<file path="src/rtl/rs_bank_aged_pkg.sv">
`default_nettype none
// ============================================================================
// Module      : rs_bank_aged_pkg
// Description : Shared types and constants for the banked, age-ordered
//               reservation station: uop record, FU enumeration, class-to-FU
//               mapping, ROB age helper and occupancy counter width.
// Revision    : 1.0 - initial release
// ============================================================================
package rs_bank_aged_pkg;

  localparam int PHYS_W            = 6;
  localparam int ROB_W             = 5;
  localparam int FU_NUM            = 3;
  localparam int RS_ENTRIES_PER_FU = 4;
  localparam int RS_OCC_W          = $clog2(RS_ENTRIES_PER_FU + 1);

  typedef enum logic [1:0] {
    FU_ALU = 2'd0,
    FU_MUL = 2'd1,
    FU_LSU = 2'd2
  } fu_e;

  typedef enum logic [1:0] {
    UC_ALU   = 2'd0,
    UC_MUL   = 2'd1,
    UC_LOAD  = 2'd2,
    UC_STORE = 2'd3
  } uop_class_e;

  typedef struct packed {
    uop_class_e        uop_class;
    logic [ROB_W-1:0]  rob_idx;
    logic [PHYS_W-1:0] pd;
    logic [PHYS_W-1:0] prs1;
    logic [PHYS_W-1:0] prs2;
    logic              uses_rs1;
    logic              uses_rs2;
    logic              rdy1;
    logic              rdy2;
    logic [7:0]        tag;
  } rs_uop_t;

  function automatic fu_e uop_to_fu(input uop_class_e uc);
    case (uc)
      UC_ALU:  return FU_ALU;
      UC_MUL:  return FU_MUL;
      default: return FU_LSU;
    endcase
  endfunction

  // Distance from the ROB head; unsigned wrap gives the modulo for free.
  function automatic logic [ROB_W-1:0] rob_age(input logic [ROB_W-1:0] idx,
                                               input logic [ROB_W-1:0] head);
    return idx - head;
  endfunction

endpackage
`default_nettype wire

</file>
<file path="src/rtl/rs_bank_aged_if.sv">
`default_nettype none
// ============================================================================
// Module      : rs_bank_aged_if
// Description : Dispatch / wakeup / issue / recovery bundle of the reservation
//               station. master = dispatcher+FU side, slave = the RS.
//   disp_*     : dispatch request, ready and uop
//   wb_*       : WB_PORTS CDB wakeup ports
//   issue_*    : per-FU issue handshake and selected uop
//   flush/recover, rob_head_idx : squash control and age base
//   fu_occ, busy : per-bank occupancy, any-bank-full
// Revision    : 1.0 - initial release
// ============================================================================
interface rs_bank_aged_if #(
  parameter int ENTRIES_PER_FU = rs_bank_aged_pkg::RS_ENTRIES_PER_FU,
  parameter int WB_PORTS       = 2
);
  import rs_bank_aged_pkg::*;

  localparam int OCC_W = $clog2(ENTRIES_PER_FU + 1);

  logic                               disp_valid;
  logic                               disp_ready;
  rs_uop_t                            disp_uop;
  logic [WB_PORTS-1:0]                wb_valid;
  logic [WB_PORTS-1:0][PHYS_W-1:0]    wb_pd;
  logic [FU_NUM-1:0]                  issue_valid;
  logic [FU_NUM-1:0]                  issue_ready;
  rs_uop_t [FU_NUM-1:0]               issue_uop;
  logic                               flush_valid;
  logic                               recover_valid;
  logic [ROB_W-1:0]                   recover_rob_idx;
  logic [ROB_W-1:0]                   rob_head_idx;
  logic [FU_NUM-1:0][OCC_W-1:0]       fu_occ;
  logic                               busy;

  modport master (
    output disp_valid, disp_uop, wb_valid, wb_pd, issue_ready,
           flush_valid, recover_valid, recover_rob_idx, rob_head_idx,
    input  disp_ready, issue_valid, issue_uop, fu_occ, busy
  );

  modport slave (
    input  disp_valid, disp_uop, wb_valid, wb_pd, issue_ready,
           flush_valid, recover_valid, recover_rob_idx, rob_head_idx,
    output disp_ready, issue_valid, issue_uop, fu_occ, busy
  );

endinterface
`default_nettype wire

</file>
<file path="src/rtl/rs_bank_aged_age_select.sv">
`default_nettype none
// ============================================================================
// Module      : rs_bank_aged_age_select
// Description : Age matrix of one RS bank plus oldest-ready picker.
//               age_q[i][j]=1 means slot i is older than slot j.
//   clk, rst_n : clock, synchronous active-low reset
//   flush      : clears the matrix
//   alloc, alloc_idx : slot written by dispatch this cycle
//   stay       : slots that remain valid across this edge
//   ready      : per-slot ready (valid and operands available)
//   sel, sel_any : one-hot oldest ready slot
// Revision    : 1.0 - initial release
// ============================================================================
module rs_bank_aged_age_select #(
  parameter int ENTRIES = 4,
  parameter int IDX_W   = $clog2(ENTRIES)
) (
  input  logic               clk,
  input  logic               rst_n,
  input  logic               flush,
  input  logic               alloc,
  input  logic [IDX_W-1:0]   alloc_idx,
  input  logic [ENTRIES-1:0] stay,
  input  logic [ENTRIES-1:0] ready,
  output logic [ENTRIES-1:0] sel,
  output logic               sel_any
);

  logic [ENTRIES-1:0][ENTRIES-1:0] age_q;

  always_ff @(posedge clk) begin
    if (!rst_n || flush) begin
      age_q <= '0;
    end else if (alloc) begin
      // New entry is younger than everyone surviving; its own row is cleared.
      // The j==alloc_idx case resolves to 0 either way since that slot is free.
      for (int j = 0; j < ENTRIES; j++) begin
        age_q[alloc_idx][j] <= 1'b0;
        age_q[j][alloc_idx] <= stay[j];
      end
    end
  end

  always_comb begin
    sel = '0;
    for (int i = 0; i < ENTRIES; i++) begin
      logic blocked;
      blocked = 1'b0;
      for (int j = 0; j < ENTRIES; j++) begin
        if (ready[j] && age_q[j][i]) blocked = 1'b1;
      end
      sel[i] = ready[i] && !blocked;
    end
  end

  assign sel_any = |sel;

endmodule
`default_nettype wire

</file>
<file path="src/rtl/rs_bank_aged.sv">
`default_nettype none
// ============================================================================
// Module      : rs_bank_aged
// Description : Banked reservation station, one bank per FU, ENTRIES_PER_FU
//               slots per bank. Each bank issues its oldest ready uop; CDB
//               wakeup on WB_PORTS ports; recovery squashes younger entries.
//   clk, rst_n : clock, synchronous active-low reset
//   bus        : rs_bank_aged_if slave (dispatch, wakeup, issue, recovery,
//                occupancy)
// Optional    : RS_WAKEUP_BYPASS_EN - select also counts this cycle's CDB
//               matches, so a uop may issue in its wakeup cycle.
// Revision    : 1.0 - initial release
// ============================================================================
module rs_bank_aged
  import rs_bank_aged_pkg::*;
#(
  parameter int ENTRIES_PER_FU = RS_ENTRIES_PER_FU,
  parameter int WB_PORTS       = 2
) (
  input  logic         clk,
  input  logic         rst_n,
  rs_bank_aged_if.slave bus
);

  localparam int E     = ENTRIES_PER_FU;
  localparam int IDX_W = $clog2(E);
  localparam int OCC_W = $clog2(E + 1);

  function automatic logic wb_hit(input logic [WB_PORTS-1:0]             v,
                                  input logic [WB_PORTS-1:0][PHYS_W-1:0] pd,
                                  input logic [PHYS_W-1:0]               prs);
    logic hit;
    hit = 1'b0;
    for (int p = 0; p < WB_PORTS; p++) begin
      if (v[p] && (pd[p] == prs)) hit = 1'b1;
    end
    return hit;
  endfunction

  logic [1:0]        disp_fu;
  logic [FU_NUM-1:0] bank_free;
  logic [FU_NUM-1:0] bank_full;
  logic              disp_ok;
  rs_uop_t           disp_entry;

  assign disp_fu = uop_to_fu(bus.disp_uop.uop_class);
  assign disp_ok = bank_free[disp_fu] && !bus.flush_valid && !bus.recover_valid;
  assign bus.disp_ready = disp_ok;
  assign bus.busy       = |bank_full;

  // The dispatching uop sees the same-cycle CDB, so it never misses a wakeup.
  always_comb begin
    disp_entry      = bus.disp_uop;
    disp_entry.rdy1 = bus.disp_uop.rdy1 | wb_hit(bus.wb_valid, bus.wb_pd, bus.disp_uop.prs1);
    disp_entry.rdy2 = bus.disp_uop.rdy2 | wb_hit(bus.wb_valid, bus.wb_pd, bus.disp_uop.prs2);
  end

  for (genvar f = 0; f < FU_NUM; f++) begin : g_bank
    logic [E-1:0]      valid_q;
    rs_uop_t [E-1:0]   ent_q;
    rs_uop_t [E-1:0]   view;
    logic [E-1:0]      hit1, hit2, ready, squash, clr, stay, sel, alloc_vec;
    logic [IDX_W-1:0]  free_idx;
    logic              sel_any, alloc, issue_go, fire;
    rs_uop_t           sel_uop;

    always_comb begin
      view   = ent_q;
      hit1   = '0;
      hit2   = '0;
      ready  = '0;
      squash = '0;
      for (int i = 0; i < E; i++) begin
        hit1[i] = wb_hit(bus.wb_valid, bus.wb_pd, ent_q[i].prs1);
        hit2[i] = wb_hit(bus.wb_valid, bus.wb_pd, ent_q[i].prs2);
`ifdef RS_WAKEUP_BYPASS_EN
        view[i].rdy1 = ent_q[i].rdy1 | hit1[i];
        view[i].rdy2 = ent_q[i].rdy2 | hit2[i];
`endif
        ready[i] = valid_q[i] && (!view[i].uses_rs1 || view[i].rdy1)
                              && (!view[i].uses_rs2 || view[i].rdy2);
        squash[i] = bus.recover_valid && valid_q[i] &&
                    (rob_age(ent_q[i].rob_idx, bus.rob_head_idx) >
                     rob_age(bus.recover_rob_idx, bus.rob_head_idx));
      end
    end

    // Lowest-index slot free at the edge; slots freed this cycle wait a cycle.
    always_comb begin
      free_idx = '0;
      for (int i = E - 1; i >= 0; i--) begin
        if (!valid_q[i]) free_idx = IDX_W'(i);
      end
    end

    assign bank_free[f] = ~&valid_q;
    assign bank_full[f] = &valid_q;

    rs_bank_aged_age_select #(.ENTRIES(E), .IDX_W(IDX_W)) u_age (
      .clk       (clk),
      .rst_n     (rst_n),
      .flush     (bus.flush_valid),
      .alloc     (alloc),
      .alloc_idx (free_idx),
      .stay      (stay),
      .ready     (ready),
      .sel       (sel),
      .sel_any   (sel_any)
    );

    always_comb begin
      sel_uop = '0;
      for (int i = 0; i < E; i++) begin
        if (sel[i]) sel_uop = view[i];
      end
    end

    // A selected entry being squashed (or any flush) must not reach the FU.
    assign issue_go  = sel_any && !(|(sel & squash)) && !bus.flush_valid;
    assign fire      = issue_go && bus.issue_ready[f];
    assign clr       = (fire ? sel : '0) | squash;
    assign stay      = valid_q & ~clr;
    assign alloc     = bus.disp_valid && disp_ok && (disp_fu == 2'(f));
    assign alloc_vec = alloc ? (E'(1) << free_idx) : '0;

    assign bus.issue_valid[f] = issue_go;
    assign bus.issue_uop[f]   = issue_go ? sel_uop : '0;
    assign bus.fu_occ[f]      = OCC_W'($countones(valid_q));

    always_ff @(posedge clk) begin
      if (!rst_n || bus.flush_valid) begin
        valid_q <= '0;
      end else begin
        valid_q <= stay | alloc_vec;
      end
    end

    // Payload needs no reset; valid_q gates every use of it.
    always_ff @(posedge clk) begin
      for (int i = 0; i < E; i++) begin
        if (alloc && (free_idx == IDX_W'(i))) begin
          ent_q[i] <= disp_entry;
        end else begin
          if (hit1[i]) ent_q[i].rdy1 <= 1'b1;
          if (hit2[i]) ent_q[i].rdy2 <= 1'b1;
        end
      end
    end
  end

endmodule
`default_nettype wire
</file>
<file path="src/flat_wrapper.sv">
// flat-port wrapper written by rule: the top's interface ports become plain ports
module rs_bank_aged_flat import rs_bank_aged_pkg::*;
#(
  parameter int ENTRIES_PER_FU = RS_ENTRIES_PER_FU,
  parameter int WB_PORTS       = 2
)
  (clk, rst_n, bus_disp_valid, bus_disp_uop, bus_wb_valid, bus_wb_pd, bus_issue_ready, bus_flush_valid, bus_recover_valid, bus_recover_rob_idx, bus_rob_head_idx, bus_disp_ready, bus_issue_valid, bus_issue_uop, bus_fu_occ, bus_busy);
  rs_bank_aged_if #(.ENTRIES_PER_FU(ENTRIES_PER_FU), .WB_PORTS(WB_PORTS)) bus_i ();
  input  logic clk;
  input  logic rst_n;
  input wire logic [$bits(bus_i.disp_valid)-1:0] bus_disp_valid;
  input wire logic [$bits(bus_i.disp_uop)-1:0] bus_disp_uop;
  input wire logic [$bits(bus_i.wb_valid)-1:0] bus_wb_valid;
  input wire logic [$bits(bus_i.wb_pd)-1:0] bus_wb_pd;
  input wire logic [$bits(bus_i.issue_ready)-1:0] bus_issue_ready;
  input wire logic [$bits(bus_i.flush_valid)-1:0] bus_flush_valid;
  input wire logic [$bits(bus_i.recover_valid)-1:0] bus_recover_valid;
  input wire logic [$bits(bus_i.recover_rob_idx)-1:0] bus_recover_rob_idx;
  input wire logic [$bits(bus_i.rob_head_idx)-1:0] bus_rob_head_idx;
  output wire logic [$bits(bus_i.disp_ready)-1:0] bus_disp_ready;
  output wire logic [$bits(bus_i.issue_valid)-1:0] bus_issue_valid;
  output wire logic [$bits(bus_i.issue_uop)-1:0] bus_issue_uop;
  output wire logic [$bits(bus_i.fu_occ)-1:0] bus_fu_occ;
  output wire logic [$bits(bus_i.busy)-1:0] bus_busy;
  assign bus_i.disp_valid = bus_disp_valid;
  assign bus_i.disp_uop = bus_disp_uop;
  assign bus_i.wb_valid = bus_wb_valid;
  assign bus_i.wb_pd = bus_wb_pd;
  assign bus_i.issue_ready = bus_issue_ready;
  assign bus_i.flush_valid = bus_flush_valid;
  assign bus_i.recover_valid = bus_recover_valid;
  assign bus_i.recover_rob_idx = bus_recover_rob_idx;
  assign bus_i.rob_head_idx = bus_rob_head_idx;
  assign bus_disp_ready = bus_i.disp_ready;
  assign bus_issue_valid = bus_i.issue_valid;
  assign bus_issue_uop = bus_i.issue_uop;
  assign bus_fu_occ = bus_i.fu_occ;
  assign bus_busy = bus_i.busy;
  rs_bank_aged #(.ENTRIES_PER_FU(ENTRIES_PER_FU), .WB_PORTS(WB_PORTS)) u_core (.clk(clk), .rst_n(rst_n), .bus(bus_i));
endmodule
</file>
<file path="config.mk">
export PLATFORM = sky130hd
export DESIGN_NAME = rs_bank_aged_flat
export DESIGN_NICKNAME = d
export VERILOG_FILES = /design/src/rtl/rs_bank_aged_pkg.sv /design/src/rtl/rs_bank_aged_if.sv /design/src/rtl/rs_bank_aged_age_select.sv /design/src/rtl/rs_bank_aged.sv /design/src/flat_wrapper.sv
export SDC_FILE = /design/constraint.sdc
export NUM_CORES = 1
export LEC_CHECK = 0
export CAP_MARGIN = 0
export CELL_PAD_IN_SITES_DETAIL_PLACEMENT = 1
export CELL_PAD_IN_SITES_GLOBAL_PLACEMENT = 1
export CORE_AREA = 2 2 301 184
export CTS_BUF_LIST = sky130_fd_sc_hd__clkbuf_16
export CTS_CLUSTER_DIAMETER = 40
export DETAILED_ROUTE_END_ITERATION = 10
export DIE_AREA = 0 0 303 186
export GPL_TIMING_DRIVEN = 0
export PLACE_DENSITY_LB_ADDON = 0.1
export SYNTH_ARGS = -nofsm -noshare
export SYNTH_HDL_FRONTEND = slang
export SYNTH_SLANG_ARGS = --single-unit
</file>
<file path="constraint.sdc">
create_clock -name clk -period 8.8 [get_ports clk]
set_input_delay 0.88 -clock clk [delete_from_list [all_inputs] [get_ports clk]]
set_output_delay 0.88 -clock clk [all_outputs]
set_load 0.02 [all_outputs]
</file>
==> flow_summary.toml, run 1 <==
[setup_path]
slowest_stage = "clkdlybuf4s50_1"
worstSetupPathType = "in2out"
startpoint_type = "input pin"
path_buf_inv = 5
r2r_cells = 16
r2r_start = "u_core.g_bank[0].ent_q[141]$_DFFE_PP_"
critical-path-top-delay-family = "buffers and inverters"
timing.critical_path.from = "bus_rob_head_idx[0]"
slowest_delay_ns = 1.01
end_kind = "output port"
path_cells = "clkdlybuf4s50_1 > ha_1 > inv_1 > fa_1 > inv_1 > ha_1 > a21o_1 > a21o_1 > maj3_1 > a21oi_1 > o21ai_1 > nor3_2 > clkbuf_1 > a21boi_0 > clkdlybuf4s50_1"
cp_data_arrival_time_ns = 7.13
ff2ff_setup_slack_ns = 4.61
crit_fanout = 13
cp_data_required_time_ns = 7.92
reg2reg_to = "u_core.g_bank[0].u_age.age_q[7]$_SDFFE_PP0P_"

[sta]
tns_ns = 0
timing.final.crit_period_ns = 8.013
timing.final.crit_share_pct = 91.05
finClkSkew_ns = 0.02674
timing.fmax_mhz = 124.8
rsz0062_at_grt = "false"
slew_violations = 0
finalSetupViolCount = 0
worstMarginPinSlew_ns = 1.319
slew_headroom_pct = 12.09
hold_viol_final = 0

[clocking]
holdBufCountCts = 0
cts_setup_buffers = 0
cts_made_buffers = 58
clk_path_buf_depth = 3
htreeDepth = 2
clk_latency_ns = 0.63
clock-sinks = 504
cts_tree = "done"
cts-root-buf = "clkbuf_16"
cts.repair.resized = 0
clk_pin_slew_worst_paths_ns = 0.06

[hold_path]
hold_depth = 2
hold_end = "u_core.g_bank[2].u_age.age_q[12]$_SDFFE_PP0P_"
hold_path_class = "reg2reg"
hold_path_startpoint = "u_core.g_bank[2].u_age.age_q[12]$_SDFFE_PP0P_"

[yosys]
ys_async_sr_fraction_pct = 0
ys_seq_elements = 504
synth_area_leaders = "edfxtp_1 (48%), xnor2_1 (6.3%), xor2_1 (5.9%)"
yosys.area_share.simple_pct = 13.22
seq_area_frac_synth_pct = 52.57
synthMuxAreaShare_pct = 0.03621
synth_largest_area_cell = "edfxtp_1"
synth_top_family_by_area = "simple AND/OR/NAND/NOR gates"
synth_top_area_share_pct = 48.23
synth_nets = 2613
synthTopCellsByCount = "edfxtp_1 (444), xnor2_1 (198), nor2_1 (197), xor2_1 (186), nand2_1 (137)"
synth_xor_area_share_pct = 12.40
postSynthCellCount = 2425
avgSynthCellArea_um2 = 11.40
synth_warnings = 0
synth_compound_area_share_pct = 12.44
synthAdderAreaFrac_pct = 6.073
synth-edff-count = 444
synth.distinct_cells = 85
yosysMostFrequentCell = "edfxtp_1"
synthesis.area_mm2 = 0.02765
synth_top_flop_cell = "edfxtp_1"

[floorplanning]
dieArea_mm2 = 0.05636
initial_core_util_pct = 51.59
die_width_um = 303
rows = 66
core_mm2 = 0.05359
die_h_um = 186
io_pins = 194

[status]
failed_checks = "design-rule violations"
status = "finished with violations"

[route]
wl_met1_um = 44910
drc = 7
dr.pass1.iters = 8
wl_per_cell_um = 29.58
drtIter0Drc = 2432
num_vias = 22420
ant_nets = 0
dr_wl_met3_um = 10510
wirelength_um = 101600
vias_per_cell = 6.528
top_layer_used = "met4"
wl_met2_um = 43870

[final_layout]
nets = 2859
syn2layout_area_growth_pct = 17.62
drive_gt1_share_pct = 6.909
diodes = 0
utilization_pct = 60.67

[placed_design]
hpwlAfterDp_um = 73430
gp_congestion = 0.9521
port_buffers = 177

[job]
drv_cap = 0

[power_and_ir_drop]
power.density_mw_per_mm2 = 177.2
p_leak_nw = 10.77
irDropWorstVdd_uv = 194.8

[global_routing]
overflow = 0
grt_usage_pct = 35.97
grt_pass1_wl_um = 149200
grt_pass1_vias = 23080
antenna_found_initial = 3
grt_max_degree = 41
## through the flow
| stage | area, µm² | hold WS [ns] | instances | setup slack (ns) | total power [mW] |
|---|---|---|---|---|---|
| detailed placement | 30510 | 0.4517 | 3325 | 0.9637 | 3.242 |
| CTS | 32510 | 0.4657 | 3435 | 0.9480 | 5.750 |
| global placement | 30310 | 0.4438 | 3316 | 0.2001 | 3.203 |
| floorplan | 27650 | 0.4247 | 2425 | 3.004 | 3.003 |
| global route | 32520 | 0.4922 | 3435 | 0.7108 | 5.904 |
| finish | 32520 | 0.4660 | 3435 | 0.7874 | 5.762 |
## kinds of logic (layout without fill, tap and decap cells)
| kind of cell | count (synthesis) | after routing |
|---|---|---|
| AOI/OAI and AO/OA | 478 | 478 |
| xor gates and xnor gates | 387 | 387 |
| adders and majority gates | 126 | 126 |
| buffers and inverters | 216 | 512 |
| DFF | 504 | 504 |
| muxes | 1 | 1 |
| and+or+nand+nor | 713 | 713 |
## report_power, final
part | switching, mW | total (mW) | internal [mW]
Sequential | 0.00649 | 2.61 | 2.61
Combinational | 0.391 | 0.600 | 0.209
Clock | 1.07 | 2.55 | 1.47
Total | 1.47 | 5.76 | 4.29
## worst reg2reg max path: cells and delay by family (launching register included)
family | cells | cell delay, ns
compound gates | 4 | 0.89
buf+inv | 2 | 0.16
simple gates | 5 | 1.14
fa+ha+maj | 4 | 1.26
xor+xnor | 1 | 0.13
flops | 1 | 0.45
## placed cells by master, fill, tap and decap left out, drive strengths merged, types with 16 or more instances in the layout
master and count:
a211oi 41, a21boi 39, a21o 23, a21oi 113
a221oi 65, a22oi 40, buf 43, clkbuf 176
clkdlybuf4s50 177, clkinv 21, dfxtp 60, edfxtp 444
fa 16, ha 103, inv 83, nand2 137
nand2b 27, nand3 51, nand4 61, nor2 207
nor2b 19, nor3 58, nor4 67, o211ai 22
o21ai 38, o31ai 31, or3 55, xnor2 199
xor2 187
## sequential cells by signal, indices dropped and copies added (netlist names), named ones only
signal	cells
u_core.g_bank.ent_q	444
u_core.g_bank.u_age.age_q	36
u_core.g_bank.valid_q	12
## worst max-delay path by stage
stage	cells after the start	endpoint	slack, ns
3_5_place_dp	15	bus_issue_uop[10]	0.96
4_1_cts	15	bus_issue_uop[10]	0.95
5_1_grt	15	bus_issue_uop[10]	0.71
3_3_place_gp	17	bus_issue_uop[10]	0.20
6_report	15	bus_issue_uop[10]	0.79
2_1_floorplan	13	bus_issue_uop[27]	3.00
## layout make-up
type	count	area, µm²
timing repair buffer	186	1942
sequential	504	14530
clock buffer	61	1526
tap	714	893.4
fill	5504	21080
multi-input combinational	1705	12250
buffer	149	648.1
inverter	67	251.5
clock inverter	49	474.2
## metal layers
metal  up-vias  track usage (%)
met2      1200            53.11
met3       183            8.018
li1       9577                -
met4         0            9.360
met1     11460            53.32
met5         -                0
Note: power is estimated with default switching activity, not from simulation.
==> run 2: changes to the inputs <==
--- a/config.mk
+++ b/config.mk
@@ -6,13 +6,13 @@
 export NUM_CORES = 1
 export LEC_CHECK = 0
 export CAP_MARGIN = 0
-export CELL_PAD_IN_SITES_DETAIL_PLACEMENT = 1
-export CELL_PAD_IN_SITES_GLOBAL_PLACEMENT = 1
-export CORE_AREA = 2 2 301 184
+export CELL_PAD_IN_SITES_DETAIL_PLACEMENT = 2
+export CELL_PAD_IN_SITES_GLOBAL_PLACEMENT = 2
+export CORE_AREA = 2 2 356 217
 export CTS_BUF_LIST = sky130_fd_sc_hd__clkbuf_16
 export CTS_CLUSTER_DIAMETER = 40
 export DETAILED_ROUTE_END_ITERATION = 10
-export DIE_AREA = 0 0 303 186
+export DIE_AREA = 0 0 358 219
 export GPL_TIMING_DRIVEN = 0
 export PLACE_DENSITY_LB_ADDON = 0.1
 export SYNTH_ARGS = -nofsm -noshare
==> constraint.sdc (replaced) <==
create_clock -name clk -period 7.2 [get_ports clk]
set_input_delay 0.72 -clock clk [delete_from_list [all_inputs] [get_ports clk]]
set_output_delay 0.72 -clock clk [all_outputs]
set_load 0.02 [all_outputs]
==> flow_summary.toml, run 2 (same netlist as run 1, synthesis figures left out) <==
[status]
status = "finished with violations"
failed_checks = "max-capacitance violations, max-slew violations"

[hold_path]
hold_depth = 2
hold_path_startpoint = "u_core.g_bank[2].u_age.age_q[12]$_SDFFE_PP0P_"
hold_path_class = "reg2reg"
hold_end = "u_core.g_bank[2].u_age.age_q[12]$_SDFFE_PP0P_"

[route]
drc = 0
wl_per_cell_um = 30.51
drtIter0Drc = 2211
dr.pass1.iters = 5
vias_per_cell = 5.912
wirelength_um = 114600
num_vias = 22210
ant_nets = 0

[global_routing]
grt_pass1_wl_um = 164700
antenna_found_initial = 7
grt_usage_pct = 28.95
grt_pass1_vias = 23620
grt_max_degree = 39
overflow = 0

[sta]
slew_headroom_pct = -2.343
timing.final.crit_share_pct = 96.44
finalSetupViolCount = 0
timing.fmax_mhz = 144.0
slew_violations = 4
hold_viol_final = 0
worstMarginPinSlew_ns = 1.523
timing.final.crit_period_ns = 6.944
rsz0062_at_grt = "false"
finClkSkew_ns = 0.02552
fin_hold_ws_ns = 0.4574

[final_layout]
layout_commonest_cell = "edfxtp_1"
largest_register = "u_core.g_bank.ent_q"
nets = 2882
largest_reg_flops = 444
fill_cells = 7593
top_regs = "u_core.g_bank.ent_q x444, u_core.g_bank.u_age.age_q x36, u_core.g_bank.valid_q x12"
syn2layout_area_growth_pct = 21.27
layout_common_cells = "edfxtp_1 (444), xnor2_1 (196), nor2_1 (195), xor2_1 (186), clkdlybuf4s50_1 (176)"
register_area_mm2 = 0.01453
multiInputGateArea_mm2 = 0.01224
drive_gt1_share_pct = 8.285

[setup_path]
r2r_start = "u_core.g_bank[2].ent_q[30]$_DFFE_PP_"
startpoint_type = "input pin"
path_buf_inv = 6
ff2ff_setup_slack_ns = 2.92
r2r_cells = 16
end_kind = "output port"
cp_data_arrival_time_ns = 6.22
worstSetupPathType = "in2out"
cp_data_required_time_ns = 6.48
critical-path-top-delay-family = "buffers and inverters"
path_cells = "clkdlybuf4s50_1 > inv_1 > ha_1 > a21oi_1 > xnor2_2 > buf_8 > ha_1 > nand3_1 > nor2_1 > nor3_1 > maj3_1 > o2111ai_1 > nand3_2 > or3_1 > buf_6 > buf_6 > nor2_1 > clkdlybuf4s50_1"
slowest_stage = "clkdlybuf4s50_1"
crit_fanout = 13
slowest_delay_ns = 0.68

[clocking]
cts_tree = "done"
htreeDepth = 3
clk_path_buf_depth = 3
cts_made_buffers = 73
holdBufCountCts = 0
clk_pin_slew_worst_paths_ns = 0.05
clk_latency_ns = 0.64
clock-sinks = 504
cts-root-buf = "clkbuf_16"

[power_and_ir_drop]
power.total_mw = 7.725
power.density_mw_per_mm2 = 230.4
irDropWorstVdd_uv = 180.1
p_leak_nw = 11.08

[placed_design]
hpwlAfterDp_um = 83170
port_buffers = 177
gp_congestion = 0.9329

[floorplanning]
rows = 78
core_mm2 = 0.07495
die_width_um = 358
die_h_um = 219
initial_core_util_pct = 36.89
dieArea_mm2 = 0.07840
io_pins = 194

[job]
drv_cap = 1
[run 2: cell count changes in the layout (fill, tap and decap cells not counted), sizes merged, moves of 2 or more]
cell,delta
diode,+4
buf,+8
clkinv,-2
inv,+9
clkbuf,+16
[run 2: how the worst max path moves through the flow]
stage / to / slack (ns) / depth (start not counted) / startpoint
after floorplan: bus_issue_uop[27] / 1.72 / 13 / bus_rob_head_idx[1]
after global placement: bus_issue_uop[11] / -1.43 / 14 / bus_rob_head_idx[1]
after detailed placement: bus_issue_uop[10] / -0.36 / 18 / bus_rob_head_idx[0]
after CTS: bus_issue_uop[10] / 0.03 / 17 / bus_rob_head_idx[2]
after global routing: bus_issue_uop[17] / 0.06 / 17 / bus_rob_head_idx[3]
final: bus_issue_uop[109] / 0.26 / 18 / bus_rob_head_idx[3]
[run 2: metrics by stage]
stage | util (%) | setup slack, ns | cell area, µm² | std cells | setup TNS [ns]
floorplan | - | 1.724 | 27650 | 2425 | 0
global placement | 40.92 | -1.428 | 30670 | 3602 | -116.84
detailed placement | 41.33 | -0.3566 | 30980 | 3616 | -5.346
CTS | 44.68 | 0.02752 | 33490 | 3749 | 0
global route | 44.72 | 0.05679 | 33520 | 3752 | 0
finish | 44.73 | 0.2563 | 33530 | 3756 | 0
[run 2: power by group]
part	internal (mW)	leakage (nW)	switching, mW
clock	2.21	1.26	1.55
sequential	3.19	4.54	0.00798
combinational	0.258	5.29	0.504
total	5.66	11.1	2.07
[run 2: layout make-up]
class / count / share of cell area (%)
antenna: 4 / 0.02986
buffer: 149 / 1.937
clock buffer: 77 / 5.747
clock inverter: 56 / 1.724
inverter: 67 / 0.7800
multi-input combinational: 1705 / 36.52
sequential: 504 / 43.35
tap: 1000 / 3.732
timing repair buffer: 194 / 6.184
[run 2: timing repair]
action | 4_1_cts | 5_1_grt
pin swaps | 0 | 0
setup endpoints to repair | 58 | 11
buffers inserted | 0 | 3
gates resized for setup | 4 | 5
[run 2: routing by layer]
layer | global-route usage, % | part of all wire, % | vias up | wire, µm
li1 | - | - | 9609 | -
met1 | 43.37 | 48 | 11630 | 54810
met2 | 42.64 | 43 | 813 | 48940
met3 | 5.514 | 7.3 | 158 | 8310
met4 | 7.308 | 2.2 | 0 | 2532
met5 | 0 | 0 | - | 0
[run 2: worst min-delay path: stages, from the launching register on]
cell and delay, ns:
dfxtp_1 0.32, nand2_1 0.05, o31ai_1 0.05
